$ cat config.mk
export PLATFORM = sky130hd
export DESIGN_NAME = seg_scan_mux
export DESIGN_NICKNAME = d
export VERILOG_FILES = /design/src/rtl/seg_scan_pkg.sv /design/src/rtl/seg_scan_timer.sv /design/src/rtl/seg_scan_mux.sv
export SDC_FILE = /design/constraint.sdc
export NUM_CORES = 1
export LEC_CHECK = 0
export CAP_MARGIN = 10
export CORE_MARGIN = 2
export CORE_UTILIZATION = 33
export DETAILED_ROUTE_END_ITERATION = 10
export PLACE_DENSITY = 0.63
export REMOVE_ABC_BUFFERS = 1
export SYNTH_ARGS = -nofsm -noshare
export SYNTH_HDL_FRONTEND = slang
export SYNTH_SLANG_ARGS = --single-unit
$ cat constraint.sdc
create_clock -name clk -period 7.8 [get_ports clk]
set_clock_uncertainty 0.15 [all_clocks]
set_input_delay 0.78 -clock clk [delete_from_list [all_inputs] [get_ports clk]]
set_output_delay 0.78 -clock clk [all_outputs]
set_load 0.1 [all_outputs]
$ cat src/rtl/seg_scan_pkg.sv
// Shared types and constants for the multiplexed 7-segment scanner:
// slot phase encoding, the hex segment table and its decode function.
package seg_scan_pkg;

    typedef enum logic [1:0] {
        PH_BLANK = 2'd0,
        PH_ON    = 2'd1,
        PH_OFF   = 2'd2
    } phase_e;

    // Active-high patterns {dp,g,f,e,d,c,b,a}; entry n sits at bits [8n+7:8n].
    localparam logic [16*8-1:0] SEG7_TABLE = {
        8'h71, 8'h79, 8'h5E, 8'h39, 8'h7C, 8'h77, 8'h6F, 8'h7F,
        8'h07, 8'h7D, 8'h6D, 8'h66, 8'h4F, 8'h5B, 8'h06, 8'h3F
    };

    localparam logic [7:0] SEG_OFF_ACTIVE_HIGH = 8'h00;
    localparam logic [7:0] SEG_OFF_ACTIVE_LOW  = 8'hFF;
    localparam logic [7:0] SEG_DP_ONLY         = 8'h80;

    function automatic logic [7:0] seg7_decode(input logic [3:0] nib);
        return SEG7_TABLE[{nib, 3'b000} +: 8];
    endfunction

endpackage

$ cat src/rtl/seg_scan_timer.sv
// Slot/digit counters for the scanner, plus the slot phase and frame snapshot strobe.
// Phase and strobe are combinational from the counter registers.
module seg_scan_timer
    import seg_scan_pkg::*;
#(
    parameter int DIGITS    = 6,
    parameter int SCAN_DIV  = 64,
    parameter int BLANK_CYC = 16,
    parameter int IDX_W     = 3
) (
    input  logic             clk,
    input  logic             rst,
    input  logic [3:0]       brightness_i,
    output logic [IDX_W-1:0] idx_o,
    output phase_e           phase_o,
    output logic             snap_o
);

    localparam int CNT_W = $clog2(SCAN_DIV);
    localparam int WIN   = (SCAN_DIV - BLANK_CYC) / 16;

    logic [CNT_W-1:0] cnt_q, cnt_d;
    logic [IDX_W-1:0] idx_q, idx_d;
    logic [31:0]      rel;
    logic [31:0]      on_len;

    always_comb begin
        cnt_d = cnt_q + CNT_W'(1);
        idx_d = idx_q;
        if (cnt_q == CNT_W'(SCAN_DIV - 1)) begin
            cnt_d = '0;
            idx_d = (idx_q == IDX_W'(DIGITS - 1)) ? '0 : idx_q + IDX_W'(1);
        end
    end

    always_ff @(posedge clk or posedge rst) begin
        if (rst) begin
            cnt_q <= '0;
            idx_q <= '0;
        end else begin
            cnt_q <= cnt_d;
            idx_q <= idx_d;
        end
    end

    // On-window is (brightness+1) sixteenths of the post-blank part of the slot.
    always_comb begin
        rel     = 32'(cnt_q) - 32'(BLANK_CYC);
        on_len  = (32'(brightness_i) + 32'd1) * 32'(WIN);
        phase_o = PH_OFF;
        if (32'(cnt_q) < 32'(BLANK_CYC)) begin
            phase_o = PH_BLANK;
        end else if (rel < on_len) begin
            phase_o = PH_ON;
        end
    end

    assign idx_o  = idx_q;
    assign snap_o = (cnt_q == '0) && (idx_q == '0);

endmodule

$ cat src/rtl/seg_scan_mux.sv
// Multiplexed 7-segment driver: per-frame input snapshot, hex decode, leading-zero
// blanking, anti-ghost blank window and brightness PWM; all pin outputs registered.
module seg_scan_mux
    import seg_scan_pkg::*;
#(
    parameter int DIGITS         = 6,
    parameter int SCAN_DIV       = 64,
    parameter int BLANK_CYC      = 16,
    parameter int SEG_ACTIVE_LOW = 1
) (
    input  logic                clk,
    input  logic                rst,
    input  logic [4*DIGITS-1:0] number,
    input  logic [DIGITS-1:0]   dp,
    input  logic                lzs,
    input  logic [3:0]          brightness,
    input  logic                en,
    output logic [7:0]          seg_leds,
    output logic [DIGITS-1:0]   seg_nCS,
    output logic                frame_start
);

    localparam int         IDX_W   = (DIGITS > 1) ? $clog2(DIGITS) : 1;
    localparam logic [7:0] SEG_POL = (SEG_ACTIVE_LOW != 0) ? SEG_OFF_ACTIVE_LOW
                                                           : SEG_OFF_ACTIVE_HIGH;

    logic [IDX_W-1:0]    idx;
    phase_e              phase;
    logic                snap;

    logic [4*DIGITS-1:0] number_q;
    logic [DIGITS-1:0]   dp_q;
    logic                lzs_q;
    logic [3:0]          bright_q;

    logic [4*DIGITS-1:0] number_eff;
    logic [DIGITS-1:0]   dp_eff;
    logic                lzs_eff;
    logic [3:0]          bright_eff;

    logic [DIGITS-1:0]   blank_mask;
    logic                zero_tail;
    logic [3:0]          nib;
    logic                dp_cur;
    logic                blank_cur;
    logic                show;
    logic [7:0]          seg_ah;

    logic [7:0]          seg_leds_q, seg_leds_d;
    logic [DIGITS-1:0]   seg_ncs_q, seg_ncs_d;
    logic                frame_start_q;

    // In the snapshot cycle the live inputs are used, so slot 0 never shows last frame's data.
    assign number_eff = snap ? number     : number_q;
    assign dp_eff     = snap ? dp         : dp_q;
    assign lzs_eff    = snap ? lzs        : lzs_q;
    assign bright_eff = snap ? brightness : bright_q;

    seg_scan_timer #(
        .DIGITS    (DIGITS),
        .SCAN_DIV  (SCAN_DIV),
        .BLANK_CYC (BLANK_CYC),
        .IDX_W     (IDX_W)
    ) u_timer (
        .clk          (clk),
        .rst          (rst),
        .brightness_i (bright_eff),
        .idx_o        (idx),
        .phase_o      (phase),
        .snap_o       (snap)
    );

    always_comb begin
        zero_tail  = 1'b1;
        blank_mask = '0;
        for (int i = DIGITS - 1; i >= 0; i--) begin
            zero_tail     = zero_tail && (number_eff[4*i +: 4] == 4'h0);
            blank_mask[i] = lzs_eff && zero_tail && (i != 0);
        end
    end

    assign nib       = number_eff[{idx, 2'b00} +: 4];
    assign dp_cur    = dp_eff[idx];
    assign blank_cur = blank_mask[idx];
    assign show      = en && (phase == PH_ON) && (!blank_cur || dp_cur);

    always_comb begin
        seg_ah = blank_cur ? SEG_DP_ONLY : (seg7_decode(nib) | {dp_cur, 7'b0});
        seg_leds_d = SEG_POL;
        seg_ncs_d  = '1;
        if (show) begin
            seg_leds_d = seg_ah ^ SEG_POL;
            seg_ncs_d  = ~(DIGITS'(1) << idx);
        end
    end

    always_ff @(posedge clk or posedge rst) begin
        if (rst) begin
            number_q      <= '0;
            dp_q          <= '0;
            lzs_q         <= 1'b0;
            bright_q      <= '0;
            seg_leds_q    <= SEG_POL;
            seg_ncs_q     <= '1;
            frame_start_q <= 1'b0;
        end else begin
            if (snap) begin
                number_q <= number;
                dp_q     <= dp;
                lzs_q    <= lzs;
                bright_q <= brightness;
            end
            seg_leds_q    <= seg_leds_d;
            seg_ncs_q     <= seg_ncs_d;
            frame_start_q <= snap;
        end
    end

    assign seg_leds    = seg_leds_q;
    assign seg_nCS     = seg_ncs_q;
    assign frame_start = frame_start_q;

endmodule

# [Word level (Yosys, flattened, before mapping)]
# Cells that the tools add are included.
[totals] mem_bits_ro=0 latch_bits=0 ram_bits=0 input_bits=38 output_inout_bits=15 reg_bits=59 memories=0
[op_classes] div=0 n_lt_le_gt_ge=3 bitwise_logic=3 muxes=15 shift=3 n_reduce_logical=21 mul=1 n_addsub=4 n_eq_ne=3
[op_table] cell="128-bit by 8-bit variable part select with 8-bit output (first input constant)" count=1
[op_table] cell="32-bit < comparator" count=1
[op_table] cell="32-bit by 2-bit multiplier with 32-bit output (second input constant)" count=1
[op_table] cell="24-bit two-way mux" count=1
[op_table] cell="24-bit by 6-bit variable part select with 4-bit output" count=1
[op_table] cell="4-bit logical NOT" count=5
[op_table] cell="6-bit two-way mux" count=3
[op_table] cell="8-bit two-way mux" count=2
[op_table] cell="1-bit logical AND" count=12
[op_table] cell="8-bit NOT" count=1
[op_table] cell="8-bit bitwise OR" count=1
[op_table] cell="6-bit by 5-bit subtractor with 7-bit output (second input constant)" count=1
[op_table] cell="6-bit by 1-bit adder with 6-bit output (second input constant)" count=1
[op_table] cell="1-bit binary-select mux with 3-bit select" count=2
[op_table] cell="6-bit == test (second input constant)" count=1
[op_table] cell="6-bit logical NOT" count=1
[op_table] cell="6-bit by 5-bit < comparator with 1-bit output (second input constant)" count=1
[op_table] cell="6-bit NOT" count=1
[op_table] cell="1-bit by 3-bit left shift with 6-bit output (first input constant)" count=1
[op_table] cell="4-bit by 1-bit adder with 5-bit output (second input constant)" count=1
[op_table] cell="3-bit by 4-bit < comparator with 1-bit output (second input constant)" count=1
[op_table] cell="2-bit two-way mux" count=2
[op_table] cell="4-bit two-way mux" count=1
[op_table] cell="3-bit by 1-bit adder with 3-bit output (second input constant)" count=1
[op_table] cell="7 further kinds" count=9

# [Depth between registers and ports, before layout]
[logic_depth] ltp_word=15 mapped_depth=21

# [Hierarchy]
# From an unflattened synthesis, not the netlist that was laid out.
[hier_totals] hier_cells=285 hier_area_um2=3492.1
[modules_own_cells] module="seg_scan_mux" n_inst=1 cells_each=202 seq_area_each_um2=1268.7 area_each_um2=2690.1
[modules_own_cells] module="seg_scan_timer" n_inst=1 cells_each=83 seq_area_each_um2=225.2 area_each_um2=802.0

# [Worst setup path before layout]
# Ideal clock, no wire load.
[synth_timing] kind="flip-flop to flip-flop" from="reg u_timer.cnt_q[0]" to="reg seg_leds_q[2], in the netlist seg_leds[2]" t_required_ns=7.566 n_path_buf=1 synth_period_minus_slack_ns=4.299 arrival_ns=4.066 stages_incl_launch_ff=21 slack_ns=3.501 path_cell_list="dfrtp_1 > inv_1 > ha_1 > nor4bb_1 > buf_4 > nand2_4 > mux2i_1 > inv_2 > ha_1 > xnor2_1 > ha_1 > a21oi_1 > o21bai_1 > a21oi_1 > xor2_1 > ha_1 > a21oi_1 > a211oi_1 > o32ai_4 > nand2_2 > a311o_1"
[synth_between] word_cells_on_any_way=42 classes_between="add/sub: 2; mul: 1; order compare: 2; eq/ne: 1; shift: 2; mux: 12; bitwise: 2; reduce/logical: 20"
[synth_rtl] element="from (decl)" line="seg_scan_timer.sv:22" rtl="logic [CNT_W-1:0] cnt_q, cnt_d;"
[synth_rtl] element="from (signal assigned)" line="seg_scan_timer.sv:41" rtl="cnt_q <= cnt_d;"
[synth_rtl] element="6-bit logical NOT" line="seg_scan_timer.sv:59" rtl="assign snap_o = (cnt_q == '0) && (idx_q == '0);"
[synth_rtl] element="1-bit logical AND" line="seg_scan_timer.sv:59"
[synth_rtl] element="4-bit two-way mux"
[synth_rtl] element="net bright_eff[0]" line="seg_scan_mux.sv:39" rtl="logic [3:0] bright_eff;"
[synth_rtl] element="4-bit by 1-bit adder with 5-bit output" line="seg_scan_timer.sv:49" rtl="on_len = (32'(brightness_i) + 32'd1) * 32'(WIN);"
[synth_rtl] element="32-bit by 2-bit multiplier with 32-bit output" line="seg_scan_timer.sv:49"
[synth_rtl] element="32-bit < comparator" line="seg_scan_timer.sv:53" rtl="end else if (rel < on_len) begin"
[synth_rtl] element="2-bit two-way mux" line="seg_scan_timer.sv:53"
[synth_rtl] element="2-bit two-way mux" line="seg_scan_timer.sv:51" rtl="if (32'(cnt_q) < 32'(BLANK_CYC)) begin"
[synth_rtl] element="2-bit by 1-bit == test with 1-bit output" line="seg_scan_mux.sv:85" rtl="assign show = en && (phase == PH_ON) && (!blank_cur || dp_cur);"
[synth_rtl] element="1-bit logical AND (2 in a row)" line="seg_scan_mux.sv:85"
[synth_rtl] element="8-bit two-way mux" line="seg_scan_mux.sv:91" rtl="if (show) begin"
[synth_rtl] element="net seg_leds_d[2]" line="seg_scan_mux.sv:49" rtl="logic [7:0] seg_leds_q, seg_leds_d;"
[synth_rtl] element="to (signal assigned)" line="seg_scan_mux.sv:113" rtl="seg_leds_q <= seg_leds_d;"
[synth_rtl] element="to (decl)" line="seg_scan_mux.sv:49"
# The timed path passes the listed nets, and every way through them passes these cells. The select of a mux whose other input is x is not followed.
# A chain may end at the register's enable or synchronous reset.

# [Final worst setup path]
[layout_timing] from="reg u_timer.idx_q[0], in the netlist u_timer.idx_o[0]" to="reg seg_leds_q[2], in the netlist seg_leds[2]"
[layout_between] word_cells_on_any_way=40 classes_between="add/sub: 1; mul: 1; order compare: 1; eq/ne: 1; shift: 2; mux: 12; bitwise: 2; reduce/logical: 20"
[layout_rtl] element="from (decl)" line="seg_scan_timer.sv:23" rtl="logic [IDX_W-1:0] idx_q, idx_d;"
[layout_rtl] element="from (signal assigned)" line="seg_scan_timer.sv:42" rtl="idx_q <= idx_d;"
[layout_rtl] element="3-bit logical NOT" line="seg_scan_timer.sv:59"
[layout_rtl] element="1-bit logical AND" line="seg_scan_timer.sv:59"
[layout_rtl] element="4-bit two-way mux"
[layout_rtl] element="net bright_eff[2]" line="seg_scan_mux.sv:39"
[layout_rtl] element="4-bit by 1-bit adder with 5-bit output" line="seg_scan_timer.sv:49"
[layout_rtl] element="32-bit by 2-bit multiplier with 32-bit output" line="seg_scan_timer.sv:49"
[layout_rtl] element="32-bit < comparator" line="seg_scan_timer.sv:53"
[layout_rtl] element="2-bit two-way mux" line="seg_scan_timer.sv:53"
[layout_rtl] element="2-bit two-way mux" line="seg_scan_timer.sv:51"
[layout_rtl] element="2-bit by 1-bit == test with 1-bit output" line="seg_scan_mux.sv:85"
[layout_rtl] element="1-bit logical AND (2 in a row)" line="seg_scan_mux.sv:85"
[layout_rtl] element="8-bit two-way mux" line="seg_scan_mux.sv:91"
[layout_rtl] element="net seg_leds_d[2]" line="seg_scan_mux.sv:49"
# The timed path passes the listed nets, and every way through them passes these cells. The select of a mux whose other input is x is not followed.

==> flow_summary.toml <==
[power]
powerDensity_nw_per_um2 = 183.9
ir_drop_mv = 0.08257
p_leak_nw = 1.933

[clocking]
clk_latency_ps = 350
clock_tree.root_cell = "clkbuf_8"
cts_tree = "built"
ctsHoldBuffers = 0
ctsResizeCount = 0
clk_pin_slew_ps = 70
h-tree-depth = 3
clock_path_buffers = 2
cts_setup_buffers = 0
cts.sinks = 59
numCtsBuffers = 9

[synth]
synth_warnings = 0
synthDistinctLibCells = 64
synth_flop_cell = "dfrtp_1"
synthMuxAreaShare = 0.06289
synth_edf_count = 0
ys_seq_elements = 59
synth_fa_ha_area_frac = 0.08361
synth_area_um2 = 3442
yosysSeqAreaShare = 0.4340
synth_simple_gate_area_share = 0.2097
async_flop_share = 1.000
syn_inst = 367
syn_area_per_cell_um2 = 9.379
synth_top_family_by_area = "simple AND/OR/NAND/NOR gates"
synth_xor_area_frac = 0.02799
synth_compound_area_frac = 0.1261

[finish]
mostFrequentLayoutCells = "105 x nand2_1, 52 x clkdlybuf4s50_1, 45 x dfrtp_1, 23 x ha_1, 17 x inv_1"
fillers = 1000
final_common_cell = "nand2_1"
areaGrowthSynthToFinish_pct = 23.12
instances_no_fill = 556
drive_gt1_frac = 0.1143
antennaDiodeCount = 0
nNetsFinal = 476

[die]
die_h_um = 106.1
io_pins = 53
core_um2 = 10230
dieArea_um2 = 11260
rows = 37
start_util = 0.3364
die_x_um = 106.1

[detailed_routing]
route.detailed.drc = 0
wire_per_inst_um = 14.37
first_pass_iters = 4
num_vias = 2774
routed_wl_mm = 7.991
routed_via_density = 4.989
antenna_left = 0
drt-initial-drc-count = 214

[place]
gp_congestion = 0.8351
numPortBuffers = 52
post-place-cells = 540
place_hpwl_mm = 5.823

[min_path]
hp-start = "number_q[0]$_DFF_PP0_"
hold-path-cell-count = 2
min_to = "number_q[0]$_DFF_PP0_"
hold_path.class = "flop to flop"

[flow_run]
cap_violations = 0

[critical_path]
worstSetupEndpointType = "flop"
reg2reg_slack_ps = 2580
required_ps = 7930
worstReg2RegStart = "u_timer.idx_o[0]$_DFFE_PP0P_"
crit_arrival_ps = 5350
reg2reg_depth = 18
path_class = "flop to flop"
r2r_end = "seg_leds[2]$_DFF_PP1_"
path_max_fanout = 36
setup.worst_path.start_class = "flop"

[timing]
setup_tns_ps = 0
rsz0062_at_grt = "no"
fmax_ghz = 0.1914
tightest_slew_ps = 972.5
period_share = 0.6697
setup_viol = 0
relSlewSlack = 0.3496
finalHoldViolCount = 0
fin_crit_ps = 5224
slew_violations = 0

[outcome]
status = "complete, no violations"

[global_routing]
grt_pass1_vias = 2806
grt_pass1_wl_mm = 13.56
grt_usage = 0.1531
grt_max_degree = 60
antenna_found_initial = 0
grt_overflow_total = 0
per-layer routing:
metal,global-route usage,vias to the layer above,wire (um)
met5,0,-,0
met4,0.05451,0,151
met3,0.03066,14,243
met2,0.2381,54,3649
met1,0.2121,1347,3946
li1,-,1359,-
cell families after synthesis:
logic type	Yosys count
simple gates	161
flops	59
compound gates	55
buf+inv	39
fa+ha+maj	23
mux	19
xor+xnor	11
cells in the mapped netlist (all sizes together), types with 6 or more instances:
| cell | count | area (um2) |
|---|---|---|
| a21oi | 9 | 45.04 |
| buf | 11 | 81.32 |
| clkbuf | 6 | 22.52 |
| dfrtp | 45 | 1126 |
| dfstp | 14 | 367.9 |
| ha | 23 | 287.8 |
| inv | 22 | 87.58 |
| mux2i | 13 | 130.1 |
| nand2 | 107 | 411.7 |
| nand3 | 14 | 70.07 |
| nor2 | 13 | 48.80 |
| nor4 | 6 | 37.54 |
| o21ai | 9 | 45.04 |
| xnor2 | 7 | 61.31 |
worst max path at each step:
stage	startpoint	slack, ps	end
after global routing	u_timer.idx_o[0]$_DFFE_PP0P_	2120	seg_leds[5]$_DFF_PP1_
after detailed placement	u_timer.idx_o[0]$_DFFE_PP0P_	2590	seg_leds[2]$_DFF_PP1_
after global placement	u_timer.idx_o[0]$_DFFE_PP0P_	2780	seg_leds[2]$_DFF_PP1_
after floorplan	u_timer.cnt_q[0]$_DFF_PP0_	2590	seg_leds[2]$_DFF_PP1_
after CTS	u_timer.idx_o[0]$_DFFE_PP0P_	2560	seg_leds[5]$_DFF_PP1_
final	u_timer.idx_o[0]$_DFFE_PP0P_	2580	seg_leds[2]$_DFF_PP1_
sequential cells by signal, indices dropped and copies added, names as in the netlist:
name           flops
bright_q           4
dp_q               6
frame_start        1
lzs_q              1
number_q          24
seg_leds           8
seg_nCS            6
u_timer.cnt_q      6
u_timer.idx_o      3
power by group:
group	switching (mW)	internal [mW]
clock network	0.126	0.155
logic	0.105	0.0577
registers	0.00873	0.328
critical path, stage by stage (launching register included):
cell and delay (ps):
dfrtp_1 710, nor3_4 540, nand2_4 320, inv_6 340
mux2i_1 410, inv_2 80, nand3_1 150, xnor2_1 130
ha_1 300, inv_1 50, o21bai_1 290, a21oi_1 140
xor2_1 160, ha_1 290, a21oi_1 140, a211oi_1 80
o32ai_4 400, nand2_2 160, a311o_1 290
through the flow:
| step | setup WS [ps] | area [um2] | power (mW) | utilization | hold slack (ps) |
|---|---|---|---|---|---|
| detailed placement | 2586 | 4044 | 0.5058 | 0.3953 | 307.2 |
| global placement | 2783 | 4044 | 0.5034 | 0.3953 | 301.5 |
| CTS | 2564 | 4238 | 0.7819 | 0.4142 | 323.6 |
| finish | 2576 | 4238 | 0.7794 | 0.4142 | 325.0 |
| floorplan | 2592 | 3338 | 0.4553 | - | 287.6 |
| global route | 2115 | 4238 | 0.8093 | 0.4142 | 363.9 |
cell type report:
type                    count  area, um2  share of cell area
inverters                  22      87.58             0.02067
repair buffers             54      535.5              0.1264
well taps                 136      170.2             0.04015
multi-input cells         269       1757              0.4145
clock inverters             5      52.55             0.01240
clock buffers              11      141.4             0.03336
flip-flops and latches     59       1494              0.3525
(Power assumes the default switching activity.)
